===== src/rtl/detection_sequencer.sv =====
// Sequences a bank of Haar classifiers over one shared integral-image read port
// and reduces their per-classifier hits to a vote-based face decision.
module detection_sequencer #(
    parameter int NUM_CLS        = 4,
    parameter int ADDR_W         = 15,
    parameter int MIN_VOTES      = 3,
    parameter int TIMEOUT_CYCLES = 64
) (
    input  logic                        clk,
    input  logic                        rst_n,
    input  logic                        frame_ready,
    input  logic [NUM_CLS*ADDR_W-1:0]   cls_rd_addr,
    input  logic [NUM_CLS-1:0]          cls_done,
    input  logic [NUM_CLS-1:0]          cls_flag,
    output logic [NUM_CLS-1:0]          cls_en,
    output logic [ADDR_W-1:0]           buf_rd_addr,
    output logic                        busy,
    output logic                        result_valid,
    output logic [NUM_CLS-1:0]          result_vec,
    output logic [$clog2(NUM_CLS+1)-1:0] hit_count,
    output logic                        face_detected,
    output logic                        timeout_err,
    output logic                        frame_dropped
);
    localparam int IDX_W = (NUM_CLS > 1) ? $clog2(NUM_CLS) : 1;
    localparam int TMR_W = $clog2(TIMEOUT_CYCLES + 1);
    localparam int HC_W  = $clog2(NUM_CLS + 1);

    typedef enum logic [2:0] {IDLE, START, WAIT, NEXT, REPORT} state_t;

    state_t             state, state_n;
    logic [IDX_W-1:0]   idx, idx_n;
    logic [TMR_W-1:0]   timer, timer_n;
    logic [NUM_CLS-1:0] acc, acc_n, en_n, rvec_n;
    logic [HC_W-1:0]    hc_n, acc_pop;
    logic               tmo_n, fd_n, rv_n, busy_n, drop_n;

    always_comb begin
        acc_pop = '0;
        for (int i = 0; i < NUM_CLS; i++)
            acc_pop = acc_pop + HC_W'(acc[i]);
    end

    always_comb begin
        state_n = state;
        idx_n   = idx;
        timer_n = timer;
        acc_n   = acc;
        en_n    = cls_en;
        tmo_n   = timeout_err;
        rvec_n  = result_vec;
        hc_n    = hit_count;
        fd_n    = face_detected;
        rv_n    = 1'b0;
        drop_n  = frame_ready && (state != IDLE);
        case (state)
            IDLE: begin
                if (frame_ready) begin
                    idx_n   = '0;
                    acc_n   = '0;
                    state_n = START;
                end
            end
            START: begin
                en_n      = '0;
                en_n[idx] = 1'b1;
                timer_n   = '0;
                state_n   = WAIT;
            end
            WAIT: begin
                // Timer saturates so a stuck classifier can never wrap it back past the limit.
                if (timer != TMR_W'(TIMEOUT_CYCLES))
                    timer_n = timer + TMR_W'(1);
                if (cls_done[idx]) begin
                    acc_n[idx] = cls_flag[idx];
                    en_n       = '0;
                    state_n    = NEXT;
                end else if (timer == TMR_W'(TIMEOUT_CYCLES - 1)) begin
                    acc_n[idx] = 1'b0;
                    tmo_n      = 1'b1;
                    en_n       = '0;
                    state_n    = NEXT;
                end
            end
            NEXT: begin
                if (idx == IDX_W'(NUM_CLS - 1)) begin
                    state_n = REPORT;
                end else begin
                    idx_n   = idx + IDX_W'(1);
                    state_n = START;
                end
            end
            REPORT: begin
                rvec_n  = acc;
                hc_n    = acc_pop;
                fd_n    = (acc_pop >= HC_W'(MIN_VOTES));
                rv_n    = 1'b1;
                state_n = IDLE;
            end
            default: state_n = IDLE;
        endcase
        busy_n = (state_n != IDLE);
    end

    // Zero-latency steering keeps the classifier's own address-to-data timing intact.
    always_comb begin
        buf_rd_addr = '0;
        if (state == START || state == WAIT) begin
            for (int k = 0; k < NUM_CLS; k++)
                if (idx == IDX_W'(k))
                    buf_rd_addr = cls_rd_addr[k*ADDR_W +: ADDR_W];
        end
    end

    always_ff @(posedge clk) begin
        if (!rst_n) begin
            state         <= IDLE;
            idx           <= '0;
            timer         <= '0;
            acc           <= '0;
            cls_en        <= '0;
            busy          <= 1'b0;
            result_valid  <= 1'b0;
            result_vec    <= '0;
            hit_count     <= '0;
            face_detected <= 1'b0;
            timeout_err   <= 1'b0;
            frame_dropped <= 1'b0;
        end else begin
            state         <= state_n;
            idx           <= idx_n;
            timer         <= timer_n;
            acc           <= acc_n;
            cls_en        <= en_n;
            busy          <= busy_n;
            result_valid  <= rv_n;
            result_vec    <= rvec_n;
            hit_count     <= hc_n;
            face_detected <= fd_n;
            timeout_err   <= tmo_n;
            frame_dropped <= drop_n;
        end
    end
endmodule


===== config.mk =====
export PLATFORM = sky130hd
export DESIGN_NAME = detection_sequencer
export DESIGN_NICKNAME = d
export VERILOG_FILES = /design/src/rtl/detection_sequencer.sv
export SDC_FILE = /design/constraint.sdc
export NUM_CORES = 1
export LEC_CHECK = 0
export ABC_AREA = 0
export BUFFER_PORTS_ARGS = -buffer_cell sky130_fd_sc_hd__buf_2
export CORE_ASPECT_RATIO = 0.6
export CORE_MARGIN = 1
export CORE_UTILIZATION = 46
export CTS_CLUSTER_DIAMETER = 80
export CTS_CLUSTER_SIZE = 16
export DETAILED_ROUTE_END_ITERATION = 10
export PLACE_DENSITY = 0.78
export SYNTH_ARGS = -nofsm -noshare
export SYNTH_HDL_FRONTEND = slang
export SYNTH_SLANG_ARGS = --single-unit
export TNS_END_PERCENT = 30

===== constraint.sdc =====
create_clock -name clk -period 4.71 [get_ports clk]
set_input_delay 0.7065 -clock clk [delete_from_list [all_inputs] [get_ports clk]]
set_output_delay 0.7065 -clock clk [all_outputs]
set_load 0.05 [all_outputs]

==> impl_metrics.ini <==
[clock_tree]
clockBufferDepth = 2
post_cts_buffers = 0
cts_tree = built
htreeDepth = 2
cts_inserted_buffers = 5
root_buffer = clkbuf_8
clkSlewWorstSetupHoldPaths_ns = 0.07
clkSinkCount = 32
clk_latency_ns = 0.30
hold_buffers = 0
post_cts_resized = 0

[grt]
grt_max_degree = 46
grt_pass1_vias = 2028
track_usage = 0.2331
globalRouteOverflowTotal = 0
grt_pass1_wl_um = 9494
antenna_found_initial = 0

[placement]
dp_hpwl_um = 4422
port_buffers = 101
placedCellCount = 427
gp_congestion = 0.8113

[power]
power_frac_seq = 0.335
switching_share = 0.3575
power.density_nw_per_um2 = 307.0
combPwrFrac = 0.324
leakagePower_nw = 1.333
ir_worst_vdd_mv = 0.1916
p_int_mw = 0.5552
p_sw_mw = 0.3089
p_clk_frac = 0.341

[floorplan]
num_rows = 19
die_w_um = 91.65
start_util = 0.4810
boundaryPins = 102
dieArea_um2 = 5113
chipHeight_um = 55.79
core_area_um2 = 4612

[drt]
vias = 2359
wire_per_inst_um = 13.62
via_per_inst = 5.423
ant_nets = 0
drt-total-wl_um = 5926
remaining_drc_errors = 0
first_pass_iters = 4
drt_iter0_drc = 218

[critical_path]
critical_path_required_ns = 4.00
endpoint_kind = output pin
critPathLaunchType = flop
critPathMaxStageDelay_ns = 0.60
worst_ep_arrival_time_ns = 2.84
path_buf_inv = 2
cp.depth = 7
cp_max_fo = 20
path_class = reg -> out
cp_cell_sequence = inv_1 > ha_1 > and2b_1 > a221oi_1 > a211o_1 > a21oi_1 > buf_2
reg2regPathDepth = 6
cp_top_family = compound AO/OA/AOI/OAI gates
crit_path_top_delay_cell = and2b_1

[sta]
fin_skew_ns = 0.01044
final_hold_viol_count = 0
fin_crit_sh = 0.7525
slew_headroom = 0.2575
finalSetupViolations = 0
setup-tns-final_ns = 0
drv_slew = 0
fmax_mhz = 282.2
rsz0062_at_grt = no
fin_crit_ns = 3.544
worst_slew_pin_slew_ns = 1.114

[synthesis]
synth_async_sr_flop_share = 0
netlist_instances = 287
synth_nets = 367
yosys-top-cells-area = dfxtp_1 (29%), nand2_1 (7.4%), a211o_1 (5.5%)
synth_top_area_cell = dfxtp_1
ys_seq_elements = 32
synth_area_per_cell_um2 = 7.730
yosysWarnings = 0
synth_cell_types = 47
synth_edf_count = 0
synth_top_cell_area_share = 0.2888
synth_area_um2 = 2218
seq_area_frac_synth = 0.2888
synth_common_cells = nand2_1 (44), dfxtp_1 (32), inv_1 (26)
synthFlopType = dfxtp_1
synth.most_common_cell = nand2_1

[layout]
final_nets = 451
final_util = 0.6104
area_growth_pct = 26.90
diodes = 0
drive_gt1_frac = 0.3199
finalNonFillerCells = 435

[hold_path]
holdPathStages = 2
hp-class = reg -> reg

[status]
status = finished clean

[run]
maxCapViolCount = 0
[worst paths after layout]
kind | endpoint | slack, ns | startpoint
hold reg to reg | result_vec[2] | 0.46 | result_vec[2]
hold / removal | result_vec[2] | 0.46 | result_vec[2]
setup reg to reg | state[0] | 2.73 | idx[0]
setup / recovery | buf_rd_addr[6] | 1.17 | idx[1]
[power by group through the flow]
stage          combinational, mW  sequential, mW  clock (mW)
2_1_floorplan              0.204           0.303           0
3_3_place_gp               0.275           0.295           0
3_5_place_dp               0.277           0.296           0
4_1_cts                    0.278           0.290       0.298
5_1_grt                    0.296           0.292       0.310
6_report                   0.280           0.290       0.295
[tightest hold or removal path: stages (launching register included)]
cell      delay, ns
dfxtp_1        0.31
nand2_1        0.04
a21boi_0       0.06
[final cells by class]
type,count,area [um^2]
Fill cell,418,1797
Multi-Input combinational cell,204,1359
Sequential cell,32,640.6
Timing Repair Buffer,102,513.0
Inverter,26,97.59
Clock buffer,7,96.34
Tap cell,63,78.83
Clock inverter,1,30.03
[registers in the layout (all words and copies together), names as in the netlist]
| signal | flops |
|---|---|
| acc | 4 |
| busy | 1 |
| cls_en | 4 |
| face_detected | 1 |
| frame_dropped | 1 |
| hit_count | 3 |
| idx | 2 |
| result_valid | 1 |
| result_vec | 4 |
| state | 3 |
| timeout_err | 1 |
| timer | 7 |
[cells in the final DEF (no fill, tap or decap), types with 2 or more instances in the layout]
cell        n
nor3_1      6
and2_1      7
mux4_2      2
ha_1        8
xnor2_1     4
dfxtp_1    32
a21boi_0    8
nor2_1     13
nand4_1     8
and3_1      2
clkbuf_8    7
a221oi_1   14
a21oi_1    19
o211a_1     2
nor4bb_1    2
or2_2       2
nor4b_1     2
o21a_1      2
a211o_1    14
inv_1      26
buf_2     101
o211ai_1    4
a31oi_1     4
nand3_1    17
or3b_1      2
nand2_1    44
[cells by family after synthesis]
logic type	after synthesis	share of synthesized area
AO/OA/AOI/OAI	76	0.2651
XOR/XNOR	4	0.01579
adder cells (fa/ha/maj)	9	0.05415
buffers and inverters	51	0.09870
flip-flops	32	0.2888
multiplexers	2	0.02030
AND/OR/NAND/NOR	113	0.2572
[per-stage QoR]
step | hold slack (ns) | power (mW) | setup WS (ns) | instance area, um^2
floorplan | 0.4764 | 0.5070 | 1.783 | 2218
detailed placement | 0.4520 | 0.5729 | 1.553 | 2689
finish | 0.4606 | 0.8642 | 1.166 | 2815
global route | 0.4868 | 0.8978 | 1.040 | 2815
global placement | 0.4449 | 0.5699 | 1.610 | 2689
CTS | 0.4666 | 0.8657 | 1.222 | 2815
[metal layers]
layer / routed length (um) / GRT usage
met5: 0 / 0
met4: 59 / 0.06803
met2: 2443 / 0.3265
met1: 2944 / 0.3531
met3: 480 / 0.05055
Power figures use the tool's default switching activity.
